[config.mk]
export PLATFORM = sky130hd
export DESIGN_NAME = mips_encode_stream
export DESIGN_NICKNAME = d
export VERILOG_FILES = /design/src/rtl/mips_enc_pkg.sv /design/src/rtl/mips_enc_fifo.sv /design/src/rtl/mips_encode_stream.sv
export SDC_FILE = /design/constraint.sdc
export NUM_CORES = 1
export LEC_CHECK = 0
export ABC_CLOCK_PERIOD_IN_PS = 4610
export CAP_MARGIN = 30
export CORE_ASPECT_RATIO = 1.75
export CORE_MARGIN = 2
export CORE_UTILIZATION = 53
export DETAILED_ROUTE_END_ITERATION = 8
export HOLD_SLACK_MARGIN = 0.08
export MAX_ROUTING_LAYER = met4
export PLACE_DENSITY = 0.75
export SETUP_SLACK_MARGIN = 0.1
export SLEW_MARGIN = 20
export SYNTH_ARGS = -nofsm -noshare
export SYNTH_HDL_FRONTEND = slang
export SYNTH_HIERARCHICAL = 1
export SYNTH_SLANG_ARGS = --single-unit
export TNS_END_PERCENT = 5
[constraint.sdc]
create_clock -name clk -period 4.61 [get_ports clk]
set_input_delay 0.461 -clock clk [delete_from_list [all_inputs] [get_ports clk]]
set_output_delay 0.461 -clock clk [all_outputs]
set_load 0.02 [all_outputs]
[src/rtl/mips_enc_pkg.sv]
// Shared encodings for the MIPS instruction stream encoder: ALU op codes, operand-source
// selectors, opcode/funct fields and the combinational encode function.
package mips_enc_pkg;

  localparam logic [2:0] ALU_ADD = 3'b010;
  localparam logic [2:0] ALU_SUB = 3'b011;
  localparam logic [2:0] ALU_AND = 3'b100;
  localparam logic [2:0] ALU_OR  = 3'b101;
  localparam logic [2:0] ALU_NOR = 3'b110;
  localparam logic [2:0] ALU_XOR = 3'b111;

  localparam logic [1:0] SRC2_REG  = 2'b00;
  localparam logic [1:0] SRC2_ZEXT = 2'b01;
  localparam logic [1:0] SRC2_SEXT = 2'b10;

  localparam logic [5:0] OP_RTYPE = 6'h00;
  localparam logic [5:0] OP_ADDI  = 6'h08;
  localparam logic [5:0] OP_ANDI  = 6'h0c;
  localparam logic [5:0] OP_ORI   = 6'h0d;
  localparam logic [5:0] OP_XORI  = 6'h0e;

  localparam logic [5:0] F_ADD = 6'h20;
  localparam logic [5:0] F_SUB = 6'h22;
  localparam logic [5:0] F_AND = 6'h24;
  localparam logic [5:0] F_OR  = 6'h25;
  localparam logic [5:0] F_XOR = 6'h26;
  localparam logic [5:0] F_NOR = 6'h27;

  typedef struct packed {
    logic        ok;
    logic [31:0] word;
  } enc_result_t;

  // ok=0 marks an operation with no single-instruction MIPS encoding.
  function automatic enc_result_t encode(input logic [2:0]  alu_op,
                                         input logic [1:0]  src2,
                                         input logic [4:0]  rs,
                                         input logic [4:0]  rt,
                                         input logic [4:0]  rd,
                                         input logic [15:0] imm);
    enc_result_t r;
    logic [5:0]  funct;
    logic [5:0]  opcode;
    r      = '0;
    funct  = '0;
    opcode = '0;
    case (src2)
      SRC2_REG: begin
        r.ok = 1'b1;
        case (alu_op)
          ALU_ADD: funct = F_ADD;
          ALU_SUB: funct = F_SUB;
          ALU_AND: funct = F_AND;
          ALU_OR:  funct = F_OR;
          ALU_XOR: funct = F_XOR;
          ALU_NOR: funct = F_NOR;
          default: r.ok = 1'b0;
        endcase
        r.word = {OP_RTYPE, rs, rt, rd, 5'h00, funct};
      end
      SRC2_SEXT: begin
        r.ok   = (alu_op == ALU_ADD);
        r.word = {OP_ADDI, rs, rt, imm};
      end
      SRC2_ZEXT: begin
        r.ok = 1'b1;
        case (alu_op)
          ALU_AND: opcode = OP_ANDI;
          ALU_OR:  opcode = OP_ORI;
          ALU_XOR: opcode = OP_XORI;
          default: r.ok = 1'b0;
        endcase
        r.word = {opcode, rs, rt, imm};
      end
      default: r.ok = 1'b0;
    endcase
    return r;
  endfunction

endpackage

[src/rtl/mips_enc_fifo.sv]
// DEPTH x WIDTH ready/valid FIFO holding encoded instruction words; head is shown combinationally.
module mips_enc_fifo #(
  parameter int unsigned DEPTH = 4,
  parameter int unsigned WIDTH = 32
) (
  input  logic             clk,
  input  logic             reset,
  input  logic             push,
  input  logic [WIDTH-1:0] push_data,
  input  logic             pop,
  output logic             full,
  output logic             empty,
  output logic [WIDTH-1:0] head
);

  localparam int unsigned PtrW = (DEPTH > 1) ? $clog2(DEPTH) : 1;
  localparam int unsigned CntW = $clog2(DEPTH + 1);

  logic [WIDTH-1:0] mem_q [DEPTH];
  logic [PtrW-1:0]  wr_ptr_q;
  logic [PtrW-1:0]  rd_ptr_q;
  logic [CntW-1:0]  count_q;
  logic             do_push;
  logic             do_pop;

  assign full    = (count_q == CntW'(DEPTH));
  assign empty   = (count_q == '0);
  assign head    = mem_q[rd_ptr_q];
  assign do_push = push & ~full;
  assign do_pop  = pop & ~empty;

  // Storage is cleared on reset so the visible head reads zero until the first push.
  always_ff @(posedge clk) begin
    if (reset) begin
      wr_ptr_q <= '0;
      rd_ptr_q <= '0;
      count_q  <= '0;
      for (int i = 0; i < int'(DEPTH); i++) begin
        mem_q[i] <= '0;
      end
    end else begin
      if (do_push) begin
        mem_q[wr_ptr_q] <= push_data;
        wr_ptr_q        <= wr_ptr_q + 1'b1;
      end
      if (do_pop) begin
        rd_ptr_q <= rd_ptr_q + 1'b1;
      end
      case ({do_push, do_pop})
        2'b10:   count_q <= count_q + 1'b1;
        2'b01:   count_q <= count_q - 1'b1;
        default: count_q <= count_q;
      endcase
    end
  end

endmodule

[src/rtl/mips_encode_stream.sv]
// Encodes abstract ALU operations into MIPS words and streams them with sequential addresses.
// Define MIPS_ENC_ERRCNT_EN to build the saturating dropped-operation counter on err_count.
module mips_encode_stream
  import mips_enc_pkg::*;
#(
  parameter int unsigned DEPTH     = 4,
  parameter logic [31:0] BASE_ADDR = 32'h0040_0000
) (
  input  logic        clk,
  input  logic        reset,
  input  logic        in_valid,
  output logic        in_ready,
  input  logic [2:0]  alu_op,
  input  logic [1:0]  alu_src2,
  input  logic [4:0]  rs,
  input  logic [4:0]  rt,
  input  logic [4:0]  rd,
  input  logic [15:0] imm,
  output logic        out_valid,
  input  logic        out_ready,
  output logic [31:0] out_word,
  output logic [31:0] out_addr,
  output logic        err,
  output logic [7:0]  err_count
);

  enc_result_t enc;
  logic        fifo_full;
  logic        fifo_empty;
  logic        accept;
  logic        push;
  logic        pop;
  logic        drop;
  logic [31:0] addr_q;
  logic        err_q;

  assign enc = encode(alu_op, alu_src2, rs, rt, rd, imm);

  // No pop bypass: a slot freed this cycle is only offered on the next one.
  assign in_ready  = reset | ~fifo_full;
  assign accept    = in_valid & in_ready & ~reset;
  assign push      = accept & enc.ok;
  assign drop      = accept & ~enc.ok;
  assign out_valid = ~fifo_empty;
  assign pop       = out_valid & out_ready;
  assign out_addr  = addr_q;
  assign err       = err_q;

  mips_enc_fifo #(
    .DEPTH (DEPTH),
    .WIDTH (32)
  ) u_fifo (
    .clk       (clk),
    .reset     (reset),
    .push      (push),
    .push_data (enc.word),
    .pop       (pop),
    .full      (fifo_full),
    .empty     (fifo_empty),
    .head      (out_word)
  );

  // Address advances only when a word leaves; 32-bit wrap is intentional.
  always_ff @(posedge clk) begin
    if (reset) begin
      addr_q <= BASE_ADDR;
      err_q  <= 1'b0;
    end else begin
      if (pop) begin
        addr_q <= addr_q + 32'd4;
      end
      err_q <= drop;
    end
  end

`ifdef MIPS_ENC_ERRCNT_EN
  logic [7:0] err_cnt_q;

  always_ff @(posedge clk) begin
    if (reset) begin
      err_cnt_q <= '0;
    end else if (drop && (err_cnt_q != 8'hFF)) begin
      err_cnt_q <= err_cnt_q + 8'd1;
    end
  end

  assign err_count = err_cnt_q;
`else
  assign err_count = 8'd0;
`endif

endmodule

==> results.json, run 1 <==
{
  "antenna_found_initial": 0,
  "synth_fa_ha_area_frac": 0.00560,
  "cts_hold_buffers": 0,
  "cts_tree": "done",
  "syn-cell-area_mm2": 0.00805,
  "area_growth_pct": 21.7,
  "relSlewSlack": 0.408,
  "cpLargestDelayFamily": "buffers and inverters",
  "nFillCells": 1117,
  "mostFrequentLayoutCells": "and2_1 (147), edfxtp_1 (128), clkdlybuf4s50_1 (103), dfxtp_1 (39), nor2_1 (34)",
  "muxShareOfSynthArea": 0.109,
  "rr_endpoint": "u_fifo/count_q[2]",
  "synthXorXnorAreaFrac": 0.0185,
  "synth-simple-area-share": 0.213,
  "status": "finished clean",
  "drive_gt1_frac": 0.132,
  "r2r_cells": 11,
  "worstSkewPairLatency_ns": 0.42,
  "hold_path.class": "in -> reg",
  "track_usage": 0.224,
  "crit_path_start_kind": "input pin",
  "setup_viol": 0,
  "fin_nets": 767,
  "htree_levels": 4,
  "setup_ws_ns": 1.26,
  "synth_top_family_by_area": "simple AND/OR/NAND/NOR gates",
  "rsz0062_at_grt": "false",
  "slowest_delay_ns": 0.93,
  "max_freq_ghz": 0.299,
  "hpwl_um": 11000,
  "period_needed_ns": 3.35,
  "dpl_worst_slack_ns": 0.928,
  "synth_compound_area_frac": 0.0343,
  "reg2reg_slack_ns": 1.55,
  "clockBufferDepth": 2,
  "ys_seq_area_frac": 0.577,
  "antenna_cells": 0,
  "ys_types": 49,
  "drv_slew": 0,
  "fp.dieH_um": 167,
  "cp-end-kind": "flop",
  "cts_root_buf": "clkbuf_16",
  "syn_inst": 616,
  "path_class": "in -> reg",
  "hold-path-endpoint": "err",
  "fp-row-count": 59,
  "cts_buffers": 17,
  "crit_buf_inv": 2,
  "clock_skew_ns": 0.0132,
  "ant_nets": 0,
  "ir_worst_vdd_uv": 261,
  "fin_crit_sh": 0.726,
  "report.final.hold_viol_count": 0,
  "start_util": 0.543,
  "path_cells": "clkdlybuf4s50_1 > o21ai_0 > a32oi_1 > nor2_1 > or2b_2 > ha_1 > inv_1 > fa_1 > xor2_1 > or3_2 > a21oi_1",
  "cp.arrival_ns": 3.69,
  "rr_startpoint": "u_fifo/count_q[2]",
  "hold_start": "reset",
  "via_per_inst": 5.66,
  "final_common_cell": "and2_1",
  "clkTransAtPathRegs_ns": 0.07,
  "slowest_stage": "clkdlybuf4s50_1",
  "coreArea_mm2": 0.0148,
  "drc": 0,
  "synth.yosys.warnings": 6,
  "setup_tns_ns": 0,
  "dr.pass1.iters": 4,
  "grt_first_pass_wirelength_um": 27700,
  "maxCapViolCount": 0,
  "cts_setup_buffers": 0,
  "grt_pass1_vias": 5575,
  "avgSynthCellArea_um2": 13.1,
  "worstHoldPathCells": 3,
  "die-area_mm2": 0.0162,
  "critPathMaxFanout": 17,
  "p_leak_nw": 3.55,
  "vias": 5205,
  "grt_max_degree": 53,
  "worst_pin_slew_ns": 0.888,
  "crit_required_ns": 4.95,
  "routed_wl_um": 17100,
  "ys_ff_latch": 168,
  "die_w_um": 97.2,
  "power.density_mw_per_mm2": 339,
  "place.port_buffers": 104,
  "num_io_pins": 115,
  "gp_congestion": 0.779,
  "drtIter0Drc": 321,
  "cts.sinks": 168,
  "postCtsResizedCells": 0,
  "wl_per_cell_um": 18.6,
  "grt.overflow.total": 0
}
## routing by layer
metal  global-route usage  wire [um]
met5                    -          0
met4               0.0857        355
met3               0.0436        879
met2                0.409       9380
met1                0.237       6520
## layout make-up
class                           count  area [um^2]  area share
Sequential cell                   168         4650       0.474
Multi-Input combinational cell    408         3150       0.322
Timing Repair Buffer              115         1120       0.114
Clock buffer                       17          425      0.0434
Tap cell                          183          229      0.0234
Clock inverter                     15          174      0.0177
Inverter                           14         52.6     0.00536
## cells in the mapped netlist, drive strengths merged
master / n / share of area
o31a: 1 / 0.0011
nor2: 34 / 0.016
nor3b: 1 / 0.0023
o31ai: 7 / 0.0065
inv: 14 / 0.0065
clkbuf: 13 / 0.0061
conb: 1 / 0.00047
nor4: 9 / 0.011
o21bai: 1 / 0.00093
buf: 30 / 0.030
and4: 5 / 0.0054
a21oi: 15 / 0.0093
nor2b: 9 / 0.0070
mux2i: 6 / 0.0075
nor3: 3 / 0.0033
mux2: 8 / 0.012
o21ai: 15 / 0.0093
nand4: 11 / 0.010
nor4b: 1 / 0.0030
xor2: 16 / 0.017
or2: 1 / 0.00078
xnor2: 1 / 0.0011
a32oi: 1 / 0.0011
or3: 5 / 0.0040
a21o: 3 / 0.0028
nand2b: 3 / 0.0023
mux4: 32 / 0.090
or4b: 3 / 0.0037
ha: 2 / 0.0031
and4b: 4 / 0.0050
or4: 5 / 0.0047
or2b: 1 / 0.0011
nand2: 25 / 0.012
dfxtp: 40 / 0.099
and2: 147 / 0.11
and3: 3 / 0.0023
o41ai: 3 / 0.0033
edfxtp: 128 / 0.48
fa: 1 / 0.0025
nand3: 8 / 0.0050
## per-stage QoR
stage | util | total power, mW | hold slack (ns) | cell area, um^2 | cells
final | 0.660 | 3.32 | 0.391 | 9800 | 920
after global routing | 0.660 | 3.42 | 0.400 | 9800 | 920
after CTS | 0.660 | 3.34 | 0.377 | 9800 | 920
after detailed placement | 0.620 | 1.94 | 0.493 | 9200 | 888
after global placement | 0.620 | 1.93 | 0.471 | 9200 | 888
after floorplan | - | 1.84 | 0.459 | 8110 | 633
## power breakdown
group / internal [mW] / total, mW / switching [mW]
Clock: 0.777 / 1.42 / 0.641
Combinational: 0.0949 / 0.218 / 0.123
Sequential: 1.67 / 1.68 / 0.0143
Total: 2.54 / 3.32 / 0.778
## worst max-delay path by stage
stage	to	start	depth (start not counted)	slack, ns
2_1_floorplan	u_fifo/mem_q[2][0]	alu_src2[1]	6	0.44
3_3_place_gp	u_fifo/count_q[2]	alu_src2[1]	11	1.12
3_5_place_dp	u_fifo/count_q[2]	alu_src2[1]	11	0.93
4_1_cts	out_word[1]	flop	3	1.23
5_1_grt	u_fifo/count_q[2]	alu_src2[1]	11	1.10
6_report	u_fifo/count_q[2]	alu_src2[1]	11	1.26
## kinds of logic after synthesis
logic type	Yosys count
flip-flops	168
adder cells (fa/ha/maj)	3
buffers and inverters	57
multiplexers	46
other	1
XOR/XNOR	17
AO/OA/AOI/OAI	46
AND/OR/NAND/NOR	278
## state kept, by name, summed over array words and instances (netlist names), named ones only
name and cells:
u_fifo/wr_ptr_q 2, out_addr 30, u_fifo/rd_ptr_q 2, u_fifo/count_q 3, u_fifo/mem_q 128, err 1
## tightest hold or removal path, cell delays in order
cell and delay, ns:
buf_2 0.09, nor2_1 0.04, and3_1 0.17
Note: power is estimated with default switching activity, not from simulation.
==> run 2, diff against run 1 <==
--- a/config.mk
+++ b/config.mk
@@ -5,15 +5,15 @@
 export SDC_FILE = /design/constraint.sdc
 export NUM_CORES = 1
 export LEC_CHECK = 0
-export ABC_CLOCK_PERIOD_IN_PS = 4610
+export ABC_CLOCK_PERIOD_IN_PS = 2830
 export CAP_MARGIN = 30
 export CORE_ASPECT_RATIO = 1.75
 export CORE_MARGIN = 2
-export CORE_UTILIZATION = 53
+export CORE_UTILIZATION = 50
 export DETAILED_ROUTE_END_ITERATION = 8
 export HOLD_SLACK_MARGIN = 0.08
 export MAX_ROUTING_LAYER = met4
-export PLACE_DENSITY = 0.75
+export PLACE_DENSITY = 0.74
 export SETUP_SLACK_MARGIN = 0.1
 export SLEW_MARGIN = 20
 export SYNTH_ARGS = -nofsm -noshare
==> constraint.sdc (replaced) <==
create_clock -name clk -period 2.83 [get_ports clk]
set_input_delay 0.283 -clock clk [delete_from_list [all_inputs] [get_ports clk]]
set_output_delay 0.283 -clock clk [all_outputs]
set_load 0.02 [all_outputs]
==> run 2 against run 1 <==
  * Sequential power grew 63%
  * Combinational power grew 74%
  * Sequential share of layout area shrank 0.79 points
  * Setup slack lost 0.98 ns
  * Critical path type is now reg -> out
  * Critical endpoint is now out_word[4]
  * Largest power group unchanged
==> results.json, run 2 (synthesized netlist as in run 1, its figures left out) <==
{
  "clock_skew_ns": 0.0177,
  "postCtsResizedCells": 0,
  "htree_levels": 4,
  "routed_wl_um": 17400,
  "nFillCells": 1170,
  "path_class": "reg -> out",
  "antenna_found_initial": 0,
  "grt_max_degree": 53,
  "power.internal_mw": 4.12,
  "dpl_cell_area_mm2": 0.00940,
  "max_freq_ghz": 0.393,
  "rsz0062_at_grt": "false",
  "wl_per_cell_um": 18.4,
  "grt_first_pass_wirelength_um": 27400,
  "antenna_cells": 0,
  "area_growth_pct": 23.8,
  "seq_area_mm2": 0.00465,
  "die-area_mm2": 0.0172,
  "track_usage": 0.214,
  "cts_setup_buffers": 0,
  "multi_input_area_mm2": 0.00315,
  "cpLargestDelayFamily": "buffers and inverters",
  "slowest_delay_ns": 0.56,
  "fp.dieH_um": 172,
  "via_per_inst": 5.50,
  "grt_pass1_vias": 5478,
  "final_common_cell": "and2_1",
  "ant_nets": 0,
  "fin_crit_sh": 0.899,
  "grt.overflow.total": 0,
  "clkTransAtPathRegs_ns": 0.06,
  "hold_path.class": "in -> reg",
  "drive_gt1_frac": 0.147,
  "dr.pass1.iters": 4,
  "cp.arrival_ns": 2.26,
  "num_io_pins": 115,
  "period_needed_ns": 2.55,
  "cts_buffers": 17,
  "ir_worst_vdd_uv": 368,
  "p_leak_nw": 3.63,
  "clkPwrFrac": 0.415,
  "hpwl_um": 11700,
  "coreArea_mm2": 0.0158,
  "power_mw": 5.33,
  "crit_path_start_kind": "flop",
  "report.final.hold_viol_count": 0,
  "place.port_buffers": 104,
  "cp-end-kind": "primary output",
  "crit_buf_inv": 2,
  "mostFrequentLayoutCells": "and2_1 (147), edfxtp_1 (128), clkdlybuf4s50_1 (103), dfxtp_1 (39), nor2_1 (34)",
  "drv_slew": 0,
  "cts_root_buf": "clkbuf_16",
  "dpl_worst_slack_ns": -0.0296,
  "slowest_stage": "clkdlybuf4s50_1",
  "relSlewSlack": 0.561,
  "cts_hold_buffers": 0,
  "fp-row-count": 61,
  "largest_register": "u_fifo/mem_q",
  "cts.sinks": 168,
  "start_util": 0.510,
  "clockBufferDepth": 2,
  "share_comb_of_total_power": 0.071,
  "cts_tree": "done",
  "critPathMaxFanout": 24,
  "power_frac_seq": 0.514,
  "drtIter0Drc": 303,
  "power.switching_mw": 1.21,
  "status": "finished clean",
  "drc": 0,
  "final_area_mm2": 0.00997,
  "worstSkewPairLatency_ns": 0.42,
  "crit_required_ns": 2.55,
  "setup_ws_ns": 0.285,
  "setup_viol": 0,
  "fin_nets": 784,
  "worst_pin_slew_ns": 0.656,
  "die_w_um": 99.9,
  "vias": 5183,
  "gp_congestion": 0.773,
  "path_cells": "buf_12 > mux4_2 > clkdlybuf4s50_1",
  "whs_ns": 0.231,
  "p_sw_frac": 0.226,
  "power.density_mw_per_mm2": 535,
  "maxCapViolCount": 0,
  "largest_reg_flops": 128
}
[run 2: changes by cell type in the layout (fill, tap and decap cells not counted), sizes merged]
cell / previous run / this run
buf: 12 / 29
inv: 23 / 21
clkinv: 5 / 3
clkinvlp: 0 / 3
[run 2: final timing paths]
| check | to | cells past startpoint | from | slack [ns] |
|---|---|---|---|---|
| max reg2reg | u_fifo/count_q[2] | 9 | u_fifo/count_q[2] | 0.39 |
| min | err | 3 | reset | 0.23 |
| min reg2reg | flop | 2 | u_fifo/rd_ptr_q[1] | 0.50 |
| max | out_word[4] | 3 | flop | 0.28 |
[run 2: worst min-delay path: cells and delay by family]
family | cells | cell delay, ns
and+or+nand+nor | 2 | 0.22
buffers and inverters | 1 | 0.09
[run 2: power groups by stage]
stage | logic, mW | registers, mW | clock network [mW]
after floorplan | 0.202 | 2.79 | 0
after global placement | 0.374 | 2.79 | 0
after detailed placement | 0.380 | 2.80 | 0
after CTS | 0.383 | 2.74 | 2.24
after global routing | 0.409 | 2.75 | 2.33
final | 0.379 | 2.74 | 2.21
[run 2: per-stage QoR]
stage                     setup TNS, ns  instances   util
final                                 0        942  0.631
after global routing                  0        942  0.631
after CTS                             0        942  0.631
after detailed placement        -0.0296        911  0.595
after global placement                0        910  0.594
after floorplan                   -2.96        633      -
[run 2: per-layer routing]
metal / track usage / share of wire / up-vias / wire, um
met5: - / 0 / - / 0
met4: 0.0911 / 0.020 / 0 / 350
met3: 0.0400 / 0.038 / 32 / 656
met2: 0.392 / 0.57 / 131 / 9890
met1: 0.223 / 0.37 / 2571 / 6460
li1: - / - / 2449 / -
[run 2: area by class of cell]
cell class | instances | area share
tap | 189 | 0.0237
timing repair buffer | 132 | 0.132
clock buffer | 17 | 0.0427
inverter | 14 | 0.00527
clock inverter | 14 | 0.0138
multi-input combinational | 408 | 0.316
sequential | 168 | 0.466
==> run 3, diff against run 2 <==
--- a/config.mk
+++ b/config.mk
@@ -8,7 +8,6 @@
 export ABC_CLOCK_PERIOD_IN_PS = 2830
 export CAP_MARGIN = 30
 export CORE_ASPECT_RATIO = 1.75
-export CORE_MARGIN = 2
 export CORE_UTILIZATION = 50
 export DETAILED_ROUTE_END_ITERATION = 8
 export HOLD_SLACK_MARGIN = 0.08
==> run 3 against run 2 <==
  * The flow now finishes with violations (DRC)
  * Hold slack better by 0.028 ns
  * Cell count is 0.42% lower
  * Critical endpoint is now out_word[28]
  * Non-clock buffer count is 4 lower
  * Setup slack worse by 0.0082 ns
  * Count of clock-buffer cells in the layout stayed put
  * Critical path depth stayed put
  * Clock skew is 0.0088 ns lower
==> results.json, run 3 (synthesized netlist as in run 1, its figures left out) <==
{
  "worst_pin_slew_ns": 0.719,
  "fin_crit_sh": 0.902,
  "nFillCells": 1206,
  "ir_worst_vdd_uv": 395,
  "fp-row-count": 61,
  "drive_gt1_frac": 0.146,
  "cts_root_buf": "clkbuf_16",
  "power_mw": 5.23,
  "period_needed_ns": 2.55,
  "final_core_util": 0.630,
  "drc": 9,
  "cts_hold_buffers": 0,
  "share_comb_of_total_power": 0.072,
  "power.internal_mw": 4.03,
  "power.switching_mw": 1.20,
  "antenna_cells": 0,
  "drtIter0Drc": 309,
  "finalNonFillerCells": 938,
  "slowest_delay_ns": 0.56,
  "gp_congestion": 0.838,
  "grt_max_degree": 53,
  "critPathMaxFanout": 10,
  "clkPwrFrac": 0.404,
  "coreArea_mm2": 0.0158,
  "fin_nets": 780,
  "fp.dieH_um": 170,
  "hpwl_um": 11900,
  "antenna_found_initial": 0,
  "worstSkewPairLatency_ns": 0.41,
  "final_area_mm2": 0.00996,
  "largest_reg_flops": 128,
  "via_per_inst": 5.64,
  "cp-end-kind": "primary output",
  "clockBufferDepth": 2,
  "grt.overflow.total": 0,
  "power_frac_seq": 0.524,
  "max_freq_ghz": 0.392,
  "start_util": 0.510,
  "vias": 5286,
  "dr.pass1.iters": 7,
  "maxCapViolCount": 0,
  "cts.sinks": 168,
  "die-area_mm2": 0.0166,
  "clkTransAtPathRegs_ns": 0.07,
  "p_sw_frac": 0.230,
  "crit_buf_inv": 2,
  "p_leak_nw": 3.61,
  "mostFrequentLayoutCells": "and2_1 (147), edfxtp_1 (128), clkdlybuf4s50_1 (103), dfxtp_1 (39), nor2_1 (34)",
  "num_io_pins": 115,
  "cpLargestDelayFamily": "buffers and inverters",
  "clock_skew_ns": 0.00897,
  "slowest_stage": "mux4_2",
  "grt_pass1_vias": 5584,
  "power.density_mw_per_mm2": 526,
  "final_common_cell": "and2_1",
  "status": "finished, violations left",
  "violations": "DRC",
  "path_class": "reg -> out",
  "dpl.cell_count": 907,
  "setup_tns_ns": 0,
  "grt_first_pass_wirelength_um": 27900,
  "track_usage": 0.226,
  "drv_slew": 0,
  "setup_viol": 0,
  "wl_per_cell_um": 19.0,
  "place.port_buffers": 104,
  "dpl_cell_area_mm2": 0.00941,
  "crit_required_ns": 2.55,
  "routed_wl_um": 17800,
  "die_w_um": 97.9,
  "htree_levels": 4,
  "largest_register": "u_fifo/mem_q",
  "cts_buffers": 17,
  "ant_nets": 0,
  "path_cells": "buf_4 > mux4_2 > clkdlybuf4s50_1",
  "area_growth_pct": 23.7,
  "crit_path_start_kind": "flop",
  "report.final.hold_viol_count": 0,
  "cts_tree": "done",
  "rsz0062_at_grt": "false",
  "relSlewSlack": 0.519,
  "hold_path.class": "in -> reg",
  "cp.arrival_ns": 2.27
}
==> run 3: final cells by class <==
| type | count | area (um^2) | area share |
|---|---|---|---|
| tap | 189 | 236 | 0.0238 |
| multi-input combinational | 408 | 3150 | 0.317 |
| sequential | 168 | 4650 | 0.467 |
| timing repair buffer | 128 | 1320 | 0.133 |
| clock inverter | 14 | 116 | 0.0117 |
| inverter | 14 | 52.6 | 0.00528 |
| clock buffer | 17 | 425 | 0.0427 |
==> run 3: final timing paths <==
| check | startpoint | endpoint | slack, ns | cells after the start |
|---|---|---|---|---|
| hold / removal | reset | err | 0.26 | 3 |
| hold reg to reg | out_addr[28] | out_addr[28] | 0.50 | 2 |
| setup reg to reg | u_fifo/count_q[2] | u_fifo/count_q[2] | 0.43 | 9 |
| setup / recovery | flop | out_word[28] | 0.28 | 3 |
==> run 3: worst register-to-register path, delay by kind of cell, from the launching register on <==
family	cells	cell delay [ns]
compound gates	1	0.15
buf+inv	2	0.30
xor+xnor	1	0.15
fa+ha+maj	2	0.55
flops	1	0.39
simple gates	3	0.78
==> run 3: metal layers <==
layer	global-route usage	up-vias	routed length, um
li1	-	2445	-
met1	0.239	2645	6720
met2	0.417	162	9970
met3	0.0296	34	697
met4	0.0988	0	397
met5	-	-	0
==> run 3: power by group through the flow <==
stage          Sequential [mW]  Clock, mW  Combinational [mW]
4_1_cts                   2.74       2.14               0.380
6_report                  2.74       2.11               0.378
3_3_place_gp              2.79          0               0.370
3_5_place_dp              2.80          0               0.378
5_1_grt                   2.75       2.26               0.405
2_1_floorplan             2.79          0               0.202
==> run 3: what timing repair did <==
action	in CTS	in global routing
buffers inserted	0	0
gates resized for setup	1	0
setup endpoints to repair	1	0
==> run 3: per-stage QoR <==
stage	hold WS, ns	setup WS, ns
after global placement	0.471	0.0672
final	0.259	0.276
after detailed placement	0.483	-0.0322
after floorplan	0.429	-0.0926
after CTS	0.266	0.212
after global routing	0.272	0.159
